`src/rtl/classifier_pkg.sv`:
```
// Shared RGB332 field widths, color/coverage codes and FSM states for the frame classifier.
package classifier_pkg;

    localparam int unsigned R_W   = 3;
    localparam int unsigned G_W   = 3;
    localparam int unsigned B_W   = 2;
    localparam int unsigned CNT_W = 15;

    typedef enum logic [1:0] {
        COLOR_NONE = 2'b00,
        COLOR_RED  = 2'b01,
        COLOR_BLUE = 2'b10
    } color_e;

    typedef enum logic [1:0] {
        COV_NONE = 2'b00,
        COV_LOW  = 2'b01,
        COV_MID  = 2'b10,
        COV_HIGH = 2'b11
    } coverage_e;

    typedef enum logic [1:0] {
        WAIT_SYNC = 2'd0,
        ACCUM     = 2'd1,
        DECIDE    = 2'd2,
        PUBLISH   = 2'd3
    } state_e;

endpackage

```
`src/rtl/rgb332_pixel_classify.sv`:
```
// Combinational red/blue decision for one RGB332 pixel.
module rgb332_pixel_classify
    import classifier_pkg::*;
(
    input  logic [7:0] pixel,
    output logic       is_red,
    output logic       is_blue
);

    logic [R_W-1:0] w_r;
    logic [G_W-1:0] w_g;
    logic [B_W-1:0] w_b;

    assign w_r = pixel[7:5];
    assign w_g = pixel[4:2];
    assign w_b = pixel[1:0];

    // B<=1 for red and B==3 for blue keep the two classes disjoint.
    assign is_red  = (w_r >= 3'd5) && (w_g <= 3'd2) && (w_b <= 2'd1);
    assign is_blue = (w_b == 2'd3) && (w_r <= 3'd2) && (w_g <= 3'd3);

endmodule

```
`src/rtl/color_frame_classifier.sv`:
```
// Per-frame dominant color classifier on an RGB332 read stream.
// Optional CLASSIFIER_HYSTERESIS_EN: publish only after two equal consecutive decisions.
module color_frame_classifier
    import classifier_pkg::*;
#(
    parameter int unsigned SCREEN_WIDTH  = 176,
    parameter int unsigned SCREEN_HEIGHT = 144,
    parameter int unsigned THRESHOLD     = 2000
)(
    input  logic       CLK,
    input  logic       RESET_NEG,
    input  logic [7:0] PIXEL_IN,
    input  logic [9:0] VGA_PIXEL_X,
    input  logic [9:0] VGA_PIXEL_Y,
    input  logic       VGA_VSYNC_NEG,
    output logic [3:0] RESULT,
    output logic       RESULT_VALID
);

    localparam logic [CNT_W-1:0] CNT_MAX = '1;

    state_e           r_state;
    state_e           w_next;
    logic [9:0]       r_x_d;
    logic [9:0]       r_y_d;
    logic             r_vsync;
    logic [CNT_W-1:0] r_red_cnt;
    logic [CNT_W-1:0] r_blue_cnt;
    logic [3:0]       r_decision;
    logic [3:0]       r_result;
    logic             r_valid;
`ifdef CLASSIFIER_HYSTERESIS_EN
    logic [3:0]       r_prev;
`endif

    logic             w_frame_end;
    logic             w_in_frame;
    logic             w_is_red;
    logic             w_is_blue;
    logic [31:0]      w_red_ext;
    logic [31:0]      w_blue_ext;
    logic [31:0]      w_win;
    color_e           w_color;
    coverage_e        w_cov;

    rgb332_pixel_classify u_classify (
        .pixel   (PIXEL_IN),
        .is_red  (w_is_red),
        .is_blue (w_is_blue)
    );

    assign w_frame_end = r_vsync & ~VGA_VSYNC_NEG;
    assign w_in_frame  = ({22'b0, r_x_d} < SCREEN_WIDTH) && ({22'b0, r_y_d} < SCREEN_HEIGHT);
    assign w_red_ext   = {{(32-CNT_W){1'b0}}, r_red_cnt};
    assign w_blue_ext  = {{(32-CNT_W){1'b0}}, r_blue_cnt};

    always_comb begin
        w_color = COLOR_NONE;
        w_win   = '0;
        w_cov   = COV_NONE;
        if (w_red_ext >= THRESHOLD && w_red_ext > w_blue_ext) begin
            w_color = COLOR_RED;
            w_win   = w_red_ext;
        end else if (w_blue_ext >= THRESHOLD && w_blue_ext > w_red_ext) begin
            w_color = COLOR_BLUE;
            w_win   = w_blue_ext;
        end
        if (w_color != COLOR_NONE) begin
            if (w_win < 2 * THRESHOLD)      w_cov = COV_LOW;
            else if (w_win < 4 * THRESHOLD) w_cov = COV_MID;
            else                            w_cov = COV_HIGH;
        end
    end

    always_comb begin
        w_next = r_state;
        case (r_state)
            WAIT_SYNC: if (w_frame_end) w_next = ACCUM;
            ACCUM:     if (w_frame_end) w_next = DECIDE;
            DECIDE:    w_next = PUBLISH;
            PUBLISH:   w_next = ACCUM;
            default:   w_next = WAIT_SYNC;
        endcase
    end

    always_ff @(posedge CLK or negedge RESET_NEG) begin
        if (!RESET_NEG) r_state <= WAIT_SYNC;
        else            r_state <= w_next;
    end

    always_ff @(posedge CLK or negedge RESET_NEG) begin
        if (!RESET_NEG) begin
            r_x_d      <= '0;
            r_y_d      <= '0;
            r_vsync    <= 1'b1;
            r_red_cnt  <= '0;
            r_blue_cnt <= '0;
            r_decision <= '0;
            r_result   <= '0;
            r_valid    <= 1'b0;
`ifdef CLASSIFIER_HYSTERESIS_EN
            r_prev     <= '0;
`endif
        end else begin
            r_x_d   <= VGA_PIXEL_X;
            r_y_d   <= VGA_PIXEL_Y;
            r_vsync <= VGA_VSYNC_NEG;
            r_valid <= 1'b0;
            case (r_state)
                WAIT_SYNC: begin
                    r_red_cnt  <= '0;
                    r_blue_cnt <= '0;
                end
                ACCUM: begin
                    if (!w_frame_end && w_in_frame) begin
                        if (w_is_red && r_red_cnt != CNT_MAX)
                            r_red_cnt <= r_red_cnt + 1'b1;
                        if (w_is_blue && r_blue_cnt != CNT_MAX)
                            r_blue_cnt <= r_blue_cnt + 1'b1;
                    end
                end
                DECIDE: r_decision <= {w_cov, w_color};
                PUBLISH: begin
                    r_red_cnt  <= '0;
                    r_blue_cnt <= '0;
`ifdef CLASSIFIER_HYSTERESIS_EN
                    if (r_decision == r_prev) begin
                        r_result <= r_decision;
                        r_valid  <= 1'b1;
                    end
                    r_prev <= r_decision;
`else
                    r_result <= r_decision;
                    r_valid  <= 1'b1;
`endif
                end
                default: ;
            endcase
        end
    end

    assign RESULT       = r_result;
    assign RESULT_VALID = r_valid;

endmodule

```
`config.mk`:
```
export PLATFORM = sky130hd
export DESIGN_NAME = color_frame_classifier
export DESIGN_NICKNAME = d
export VERILOG_FILES = /design/src/rtl/classifier_pkg.sv /design/src/rtl/rgb332_pixel_classify.sv /design/src/rtl/color_frame_classifier.sv
export SDC_FILE = /design/constraint.sdc
export NUM_CORES = 1
export LEC_CHECK = 0
export ABC_CLOCK_PERIOD_IN_PS = 2800
export BUFFER_PORTS_ARGS = -buffer_cell sky130_fd_sc_hd__buf_2
export CAP_MARGIN = 20
export CORE_ASPECT_RATIO = 1.4
export CORE_MARGIN = 4
export CORE_UTILIZATION = 45
export DETAILED_ROUTE_END_ITERATION = 16
export PLACE_DENSITY = 0.63
export SLEW_MARGIN = 40
export SYNTH_ARGS = -nofsm -noshare
export SYNTH_HDL_FRONTEND = slang
export SYNTH_SLANG_ARGS = --single-unit
```
`constraint.sdc`:
```
create_clock -name CLK -period 2.8 [get_ports CLK]
set_input_delay 0.56 -clock CLK [delete_from_list [all_inputs] [get_ports CLK]]
set_output_delay 0.56 -clock CLK [all_outputs]
set_load 0.01 [all_outputs]
```
==> results.py, run 1 <==
metrics = {
    "setup_path": {
        "cp-startpoint": "r_blue_cnt[0]$_DFFE_PN0P_",
        "critPathMaxFanout": 9,
        "path_class": "reg2reg",
        "reg2reg_to": "r_blue_cnt[12]$_DFFE_PN0P_",
        "startpoint_type": "register",
        "cp_data_arrival_time_ns": 2.54,
        "end_kind": "register",
        "r2r_cells": 7,
        "reg2reg_from": "r_blue_cnt[0]$_DFFE_PN0P_",
        "critPathRequiredTime_ns": 3.00,
        "cp-endpoint": "r_blue_cnt[12]$_DFFE_PN0P_",
        "r2r_slack_ns": 0.46,
    },
    "synthesis": {
        "syn_area_mm2": 0.00323,
        "yosysMostFrequentCell": "dfrtp_1",
        "synth_seq_cells": 54,
        "syn-num-nets": 393,
        "ys.flop_type": "dfrtp_1",
        "yosys-top-cells-count": "dfrtp_1 (53), ha_1 (25), inv_1 (25)",
        "synth-edff-count": 0,
        "synthTopCellsByArea": "dfrtp_1 (41%), ha_1 (9.7%), o31ai_1 (5.1%), nand3_1 (2.9%), inv_1 (2.9%)",
        "synth-seq-area-share": 0.419,
        "synth_warnings": 0,
        "syn_inst": 337,
        "synth_top_cell_area_share": 0.411,
        "synth_top_area_cell": "dfrtp_1",
        "synth-async-reset-ratio": 1.00,
        "synth_area_per_cell_um2": 9.58,
        "synth_cell_types": 56,
    },
    "detailed_routing": {
        "avgRoutedWirePerCell_um": 16.6,
        "ant_nets": 0,
        "vias": 2728,
        "drtPass1Iterations": 4,
        "drc": 0,
        "drt_iter0_drc": 154,
        "vias_per_cell": 5.87,
        "wirelength_um": 7730,
    },
    "placement": {
        "place_inst": 457,
        "dpl_worst_slack_ns": 0.449,
        "dp_hpwl_um": 5850,
        "port_buffers": 27,
        "gp_congestion": 0.802,
    },
    "sta": {
        "maxSlewHeadroom": 0.606,
        "fin_crit_ns": 2.34,
        "max_freq_ghz": 0.427,
        "slew_violations": 0,
        "setup_violations": 0,
        "post-route-period-util": 0.837,
        "rsz0062_at_grt": "no",
        "finalHoldViolations": 0,
        "finalWorstSetupSlack_ns": 0.456,
        "tns_ns": 0,
        "skew_ns": 0.00563,
        "tightest_slew_ns": 0.592,
    },
    "cts": {
        "clockBufferDepth": 2,
        "cts_tree": "done",
        "clock_sinks": 54,
        "path_clk_slew_ns": 0.10,
        "cts_made_buffers": 5,
        "clk_latency_ns": 0.31,
        "htree_levels": 2,
        "ctsResizeCount": 0,
        "cts-root-buf": "clkbuf_8",
        "postCtsHoldBufs": 0,
        "post_cts_buffers": 0,
    },
    "floorplan": {
        "die_h_um": 108,
        "fp.dieW_um": 79.6,
        "ios": 36,
        "dieArea_mm2": 0.00861,
        "rows": 36,
        "core_area_mm2": 0.00698,
        "initial_core_util": 0.462,
    },
    "run": {
        "maxCapViolations": 0,
    },
    "final_layout": {
        "nNetsFinal": 425,
        "final_cells": 465,
        "drive_gt1_frac": 0.165,
        "n_antenna_cell": 0,
        "syn_to_final_growth_pct": 13.7,
    },
    "power_and_ir_drop": {
        "p_per_area_mw_per_mm2": 847,
        "peakVddDrop_uv": 345,
        "leakagePower_nw": 1.61,
    },
    "min_path": {
        "hp-class": "in2async",
    },
    "grt": {
        "grt_max_degree": 30,
        "antenna_found_initial": 0,
        "grt_pass1_wl_um": 13300,
        "track_usage": 0.195,
        "gr-total-overflow": 0,
        "grt_pass1_vias": 2822,
    },
    "outcome": {
        "status": "complete, no violations",
    },
}
-- flip-flops by register name, summed over array words and instances, names as in the netlist --
register,cells
RESULT,4
r_y_d,6
r_red_cnt,15
r_vsync,1
r_state,2
RESULT_VALID,1
r_x_d,6
r_decision,4
r_blue_cnt,15
-- stage by stage --
step	total power, mW	hold WS [ns]	instance area [um^2]	utilization
after floorplan	1.97	0.264	3230	-
after global routing	3.35	0.288	3670	0.525
after CTS	3.13	0.251	3670	0.525
after global placement	2.44	0.488	3520	0.505
final	3.11	0.240	3670	0.525
after detailed placement	2.47	0.492	3520	0.505
-- cells by family (layout without fill, tap and decap cells) --
group           count (synthesis)  after routing  share of synthesized area
compound gates                109            109                      0.241
simple gates                  103            103                      0.173
flops                          54             54                      0.419
buf+inv                        40             73                     0.0496
fa+ha+maj                      25             25                     0.0969
mux                             6              6                     0.0205
-- power by group --
part	switching, mW	internal, mW
sequential	0.0884	0.862
combinational	0.936	0.582
clock	0.257	0.381
total	1.28	1.83
-- cell type report --
type | count | area (um^2)
Clock buffer | 6 | 82.6
Inverter | 25 | 93.8
Clock inverter | 2 | 60.1
Fill cell | 635 | 3310
Timing Repair Buffer | 40 | 245
Sequential cell | 54 | 1350
Tap cell | 95 | 119
Multi-Input combinational cell | 243 | 1720
-- placed cells by master, fill, tap and decap left out, drive strengths merged, types with 3 or more instances in the layout --
| master | synthesis | layout |
|---|---|---|
| a211oi | 4 | 4 |
| a21oi | 14 | 14 |
| a31o | 5 | 5 |
| and3 | 5 | 5 |
| buf | 6 | 40 |
| clkbuf | 9 | 6 |
| dfrtp | 53 | 53 |
| ha | 25 | 25 |
| inv | 25 | 25 |
| mux2 | 5 | 5 |
| nand2 | 24 | 24 |
| nand2b | 7 | 7 |
| nand3 | 21 | 21 |
| nand4 | 8 | 8 |
| nor2 | 14 | 14 |
| nor3 | 8 | 8 |
| nor4 | 4 | 4 |
| o2111ai | 3 | 3 |
| o21a | 4 | 4 |
| o21ai | 19 | 19 |
| o22ai | 8 | 8 |
| o31ai | 22 | 22 |
| o41ai | 6 | 6 |
-- how the worst min path moves through the flow --
stage / startpoint / end / depth (start not counted)
6_report: RESET_NEG / r_y_d[9]$_DFF_PN0_ / 1
5_1_grt: RESET_NEG / r_red_cnt[8]$_DFFE_PN0P_ / 1
4_1_cts: RESET_NEG / r_red_cnt[11]$_DFFE_PN0P_ / 1
3_5_place_dp: RESULT[1]$_DFFE_PN0P_ / RESULT[1]$_DFFE_PN0P_ / 1
3_3_place_gp: RESULT[2]$_DFFE_PN0P_ / RESULT[2]$_DFFE_PN0P_ / 1
2_1_floorplan: RESET_NEG / RESULT[0]$_DFFE_PN0P_ / 0
-- routing by layer --
layer  track usage  wire, um  part of all wire
met1         0.225      3250              0.42
met2         0.357      4000              0.52
met3        0.0333       354             0.046
met4        0.0688       123             0.016
met5             0         0                 0
-- worst max-delay path: stages, from the launching register on --
cell and delay [ns]:
dfrtp_1 0.49, ha_1 0.25, nand3_1 0.15, nor4_2 0.56, a32oi_1 0.30, nand3_1 0.18, buf_4 0.19, o31ai_1 0.09
Power figures use the tool's default switching activity.
==> run 2: changes to the inputs <==
- ABC_CLOCK_PERIOD_IN_PS: 2800 -> 2500
- clock period: 2.8 -> 2.5 ns (I/O delays scaled with it)
==> results.py, run 2 (synthesis gave the netlist of run 1 again) <==
metrics = {
    "sta": {
        "tns_ns": 0,
        "tightest_slew_ns": 0.857,
        "finalHoldViolations": 0,
        "maxSlewHeadroom": 0.429,
        "max_freq_ghz": 0.459,
        "setup_violations": 0,
        "skew_ns": 0.00847,
        "post-route-period-util": 0.872,
        "fin_crit_ns": 2.18,
        "rsz0062_at_grt": "no",
        "slew_violations": 0,
    },
    "floorplan": {
        "ios": 36,
        "rows": 36,
        "initial_core_util": 0.462,
        "fp.dieW_um": 79.6,
        "core_area_mm2": 0.00698,
        "die_h_um": 108,
        "dieArea_mm2": 0.00861,
    },
    "final_layout": {
        "drive_gt1_frac": 0.171,
        "utilization": 0.529,
        "reg_top3": "r_blue_cnt: 15 flops, r_red_cnt: 15 flops",
        "nNetsFinal": 429,
        "syn_to_final_growth_pct": 14.4,
        "n_antenna_cell": 0,
        "mostFrequentLayoutCells": "dfrtp_1 (53), buf_2 (27), inv_1 (25), ha_1 (25), nand2_1 (23)",
        "final_common_cell": "dfrtp_1",
        "final_cells": 469,
    },
    "detailed_routing": {
        "drtPass1Iterations": 4,
        "drc": 0,
        "drt_iter0_drc": 147,
        "ant_nets": 0,
        "vias": 2788,
        "avgRoutedWirePerCell_um": 16.5,
        "vias_per_cell": 5.94,
        "wirelength_um": 7760,
    },
    "setup_path": {
        "critPathRequiredTime_ns": 2.70,
        "startpoint_type": "register",
        "reg2reg_from": "r_red_cnt[4]$_DFFE_PN0P_",
        "cp_data_arrival_time_ns": 2.38,
        "path_class": "reg2reg",
        "end_kind": "register",
        "cp-startpoint": "r_red_cnt[4]$_DFFE_PN0P_",
        "critPathMaxFanout": 7,
    },
    "grt": {
        "antenna_found_initial": 0,
        "grt_pass1_wl_um": 13200,
        "track_usage": 0.194,
        "grt_max_degree": 29,
        "grt_pass1_vias": 2742,
        "gr-total-overflow": 0,
    },
    "cts": {
        "cts-root-buf": "clkbuf_8",
        "clock_sinks": 54,
        "post_cts_buffers": 0,
        "postCtsHoldBufs": 0,
        "clockBufferDepth": 2,
        "cts_tree": "done",
        "cts_made_buffers": 5,
        "path_clk_slew_ns": 0.10,
        "htree_levels": 2,
        "ctsResizeCount": 0,
        "clk_latency_ns": 0.32,
    },
    "power_and_ir_drop": {
        "peakVddDrop_uv": 421,
        "p_sw_mw": 1.46,
        "p_total_mw": 3.50,
        "seqPwrFrac": 0.302,
        "pwr-share-comb": 0.497,
        "p_int_mw": 2.04,
        "p_per_area_mw_per_mm2": 948,
        "netSwitchingFraction": 0.417,
        "clkPwrFrac": 0.200,
        "leakagePower_nw": 1.63,
    },
    "outcome": {
        "status": "complete, no violations",
    },
    "placement": {
        "place_inst": 461,
        "port_buffers": 27,
        "dp_hpwl_um": 5750,
        "gp_congestion": 0.808,
    },
    "run": {
        "maxCapViolations": 0,
    },
    "min_path": {
        "hp-class": "in2async",
    },
}
[run 2: cell count changes in the layout (fill, tap and decap cells not counted)]
cell,change
a21o_1,+1
a21o_2,-1
buf_4,+4
clkbuf_8,-1
clkinv_4,+1
[run 2: worst max-delay path: stages, from the launching register on]
cell and delay (ns):
dfrtp_1 0.48, inv_1 0.09, ha_1 0.31, a211oi_1 0.23
nor2_1 0.07, o31ai_1 0.40, nand2_1 0.19, mux2_2 0.30
[run 2: through the flow]
step           hold WS (ns)  area, um^2  setup WS [ns]
3_3_place_gp          0.487        3550          0.344
2_1_floorplan         0.204        3230          0.524
4_1_cts               0.208        3690          0.298
3_5_place_dp          0.491        3550          0.313
6_report              0.189        3690          0.320
5_1_grt               0.237        3690         0.0739
[run 2: routing by layer]
metal  part of all wire  up-vias  track usage
li1                   -     1349            -
met1               0.44     1361        0.239
met2               0.51       66        0.336
met3              0.038       12       0.0358
met4              0.020        0       0.0688
met5                  0        -            0
[run 2: area by class of cell]
class,count,area (um^2)
repair buffers,44,275
flip-flops and latches,54,1350
clock inverters,3,68.8
multi-input cells,243,1710
fillers,644,3290
inverters,25,93.8
clock buffers,5,68.8
well taps,95,119
[run 2: final timing paths]
kind / endpoint / slack, ns / cells past startpoint
worst min register to register: RESULT[3]$_DFFE_PN0P_ / 0.51 / 1
min in group CLK: r_vsync$_DFF_PN1_ / 0.28 / 1
worst max register to register: r_decision[2]$_DFFE_PN0N_ / 0.32 / 7
max in group asynchronous: r_vsync$_DFF_PN1_ / 1.67 / 2
worst max-delay path: r_decision[2]$_DFFE_PN0N_ / 0.32 / 7
worst min-delay path: r_y_d[9]$_DFF_PN0_ / 0.19 / 1
[run 2: power groups by stage]
stage               Combinational (mW)  Clock [mW]  Sequential [mW]
finish                            1.74       0.701             1.06
global route                      1.93       0.757             1.07
CTS                               1.73       0.726             1.06
detailed placement                1.72           0             1.08
global placement                  1.69           0             1.07
floorplan                         1.14           0             1.06
==> run 3: changes to the inputs <==
- ABC_AREA: unset -> 1
- CAP_MARGIN: 20 -> unset
==> results.py, run 3 <==
metrics = {
    "placement": {
        "dp_hpwl_um": 5550,
        "gp_congestion": 0.865,
        "dpl-instance-area_mm2": 0.00360,
        "port_buffers": 27,
    },
    "sta": {
        "fin_crit_ns": 2.23,
        "tns_ns": 0,
        "setup_violations": 0,
        "max_freq_ghz": 0.449,
        "maxSlewHeadroom": 0.620,
        "tightest_slew_ns": 0.570,
        "rsz0062_at_grt": "no",
        "skew_ns": 0.00511,
        "finalHoldViolations": 0,
        "slew_violations": 0,
        "post-route-period-util": 0.890,
    },
    "final_layout": {
        "syn_to_final_growth_pct": 12.1,
        "drive_gt1_frac": 0.190,
        "final_common_cell": "nand2_1",
        "reg_top3": "r_blue_cnt: 15 flops, r_red_cnt: 15 flops",
        "mostFrequentLayoutCells": "nand2_1 (76), inv_1 (54), dfrtp_1 (53), nor2_1 (32), buf_2 (27)",
        "final_area_mm2": 0.00371,
        "n_antenna_cell": 0,
        "nNetsFinal": 496,
    },
    "cts": {
        "cts_tree": "done",
        "clock_sinks": 54,
        "path_clk_slew_ns": 0.10,
        "cts-root-buf": "clkbuf_8",
        "htree_levels": 2,
        "clockBufferDepth": 2,
        "ctsResizeCount": 0,
        "clk_latency_ns": 0.31,
        "cts_made_buffers": 5,
        "post_cts_buffers": 0,
        "postCtsHoldBufs": 0,
    },
    "floorplan": {
        "fp.dieW_um": 80.5,
        "initial_core_util": 0.468,
        "dieArea_mm2": 0.00881,
        "ios": 36,
        "core_area_mm2": 0.00707,
        "rows": 36,
        "die_h_um": 109,
    },
    "grt": {
        "grt_max_degree": 28,
        "grt_pass1_vias": 2740,
        "track_usage": 0.181,
        "gr-total-overflow": 0,
        "grt_pass1_wl_um": 12500,
        "antenna_found_initial": 0,
    },
    "setup_path": {
        "slowest_delay_ns": 0.41,
        "slowest_stage": "dfrtp_1",
        "end_kind": "register",
        "r2r_cells": 17,
        "cp_data_arrival_time_ns": 2.44,
        "startpoint_type": "register",
        "cpLargestDelayFamily": "simple AND/OR/NAND/NOR gates",
        "reg2reg_to": "r_decision[2]$_DFFE_PN0N_",
        "r2r_slack_ns": 0.27,
        "path_class": "reg2reg",
        "cp_num_buf_inv": 3,
        "critPathMaxFanout": 7,
        "reg2reg_from": "r_red_cnt[14]$_DFFE_PN0P_",
        "cp_common_cell": "nand2_1",
        "cp_cell_sequence": "inv_1, ha_1, nand2_2, inv_1, nand2_1, nand2_1, a21oi_4, buf_4, nand4_1, nand2_1, nand2_1, nor2_2, nand2_1, nand2_1, nand2_1, nand2_1, nand2_1",
        "critPathRequiredTime_ns": 2.72,
    },
    "synthesis": {
        "synth-seq-area-share": 0.409,
        "yosysMostFrequentCell": "nand2_1",
        "synth_top_cell_area_share": 0.401,
        "synth_area_per_cell_um2": 8.29,
        "synth-edff-count": 0,
        "yosys-top-cells-count": "nand2_1 (76), inv_1 (54), dfrtp_1 (53)",
        "syn-num-nets": 455,
        "synth_warnings": 0,
        "ys.flop_type": "dfrtp_1",
        "syn_area_mm2": 0.00331,
        "synthTopCellsByArea": "dfrtp_1 (40%), ha_1 (9.5%), nand2_1 (8.6%), inv_1 (6.1%), nand3_1 (3.6%)",
        "synth_seq_cells": 54,
        "synth_top_area_cell": "dfrtp_1",
        "syn_inst": 399,
        "synth-async-reset-ratio": 1.00,
        "synth_cell_types": 41,
    },
    "detailed_routing": {
        "ant_nets": 0,
        "avgRoutedWirePerCell_um": 13.0,
        "vias": 2733,
        "vias_per_cell": 5.10,
        "wirelength_um": 6960,
        "drt_iter0_drc": 94,
        "drtPass1Iterations": 4,
        "drc": 0,
    },
    "run": {
        "maxCapViolations": 0,
    },
    "power_and_ir_drop": {
        "peakVddDrop_uv": 504,
        "p_per_area_mw_per_mm2": 742,
        "leakagePower_nw": 1.77,
    },
    "outcome": {
        "status": "complete, no violations",
    },
    "min_path": {
        "hp-class": "in2async",
    },
}
## run 3: logic make-up (layout without fill, tap and decap cells)
group           count (synthesis)  after routing  synth area share
fa+ha+maj                      25             25            0.0946
buf+inv                        63            105            0.0787
compound gates                 60             60             0.107
flops                          54             54             0.409
xor+xnor                        6              6            0.0159
simple gates                  189            189             0.288
mux                             2              2           0.00681
## run 3: cell type report
class / instances / area, um^2
clock buffers: 6 / 82.6
clock inverters: 2 / 17.5
fillers: 692 / 3360
inverters: 60 / 230
multi-input cells: 282 / 1700
flip-flops and latches: 54 / 1350
well taps: 95 / 119
repair buffers: 37 / 210
## run 3: worst max path at each step
stage	start	endpoint	slack (ns)	cells past startpoint
floorplan	r_red_cnt[10]$_DFFE_PN0P_	r_decision[2]$_DFFE_PN0N_	0.45	17
global placement	r_red_cnt[14]$_DFFE_PN0P_	r_decision[2]$_DFFE_PN0N_	0.30	16
detailed placement	r_red_cnt[14]$_DFFE_PN0P_	r_decision[2]$_DFFE_PN0N_	0.30	16
CTS	r_red_cnt[14]$_DFFE_PN0P_	r_decision[2]$_DFFE_PN0N_	0.27	16
global route	r_red_cnt[13]$_DFFE_PN0P_	r_decision[2]$_DFFE_PN0N_	0.008	16
finish	r_red_cnt[14]$_DFFE_PN0P_	r_decision[2]$_DFFE_PN0N_	0.27	17
## run 3: metal layers
layer  GRT usage  share of wire  routed length, um  vias to the layer above
met5           0              0                  0                        -
met4      0.0870          0.037                261                        0
met3      0.0246          0.036                254                       18
met2       0.321           0.52               3590                       55
met1       0.213           0.41               2850                     1271
li1            -              -                  -                     1389
## run 3: through the flow
stage	setup WS (ns)	total power, mW	utilization	hold WS (ns)	instances
after CTS	0.270	2.79	0.523	0.181	535
after floorplan	0.448	2.04	-	0.204	399
after detailed placement	0.302	2.25	0.509	0.476	527
after global placement	0.304	2.22	0.509	0.477	527
final	0.274	2.75	0.524	0.168	536
after global routing	0.00845	2.98	0.524	0.203	536
## run 3: where the power goes
group          total, mW  switching, mW  internal [mW]
logic               1.19          0.837          0.354
clock network      0.519          0.291          0.228
registers           1.04         0.0652          0.974
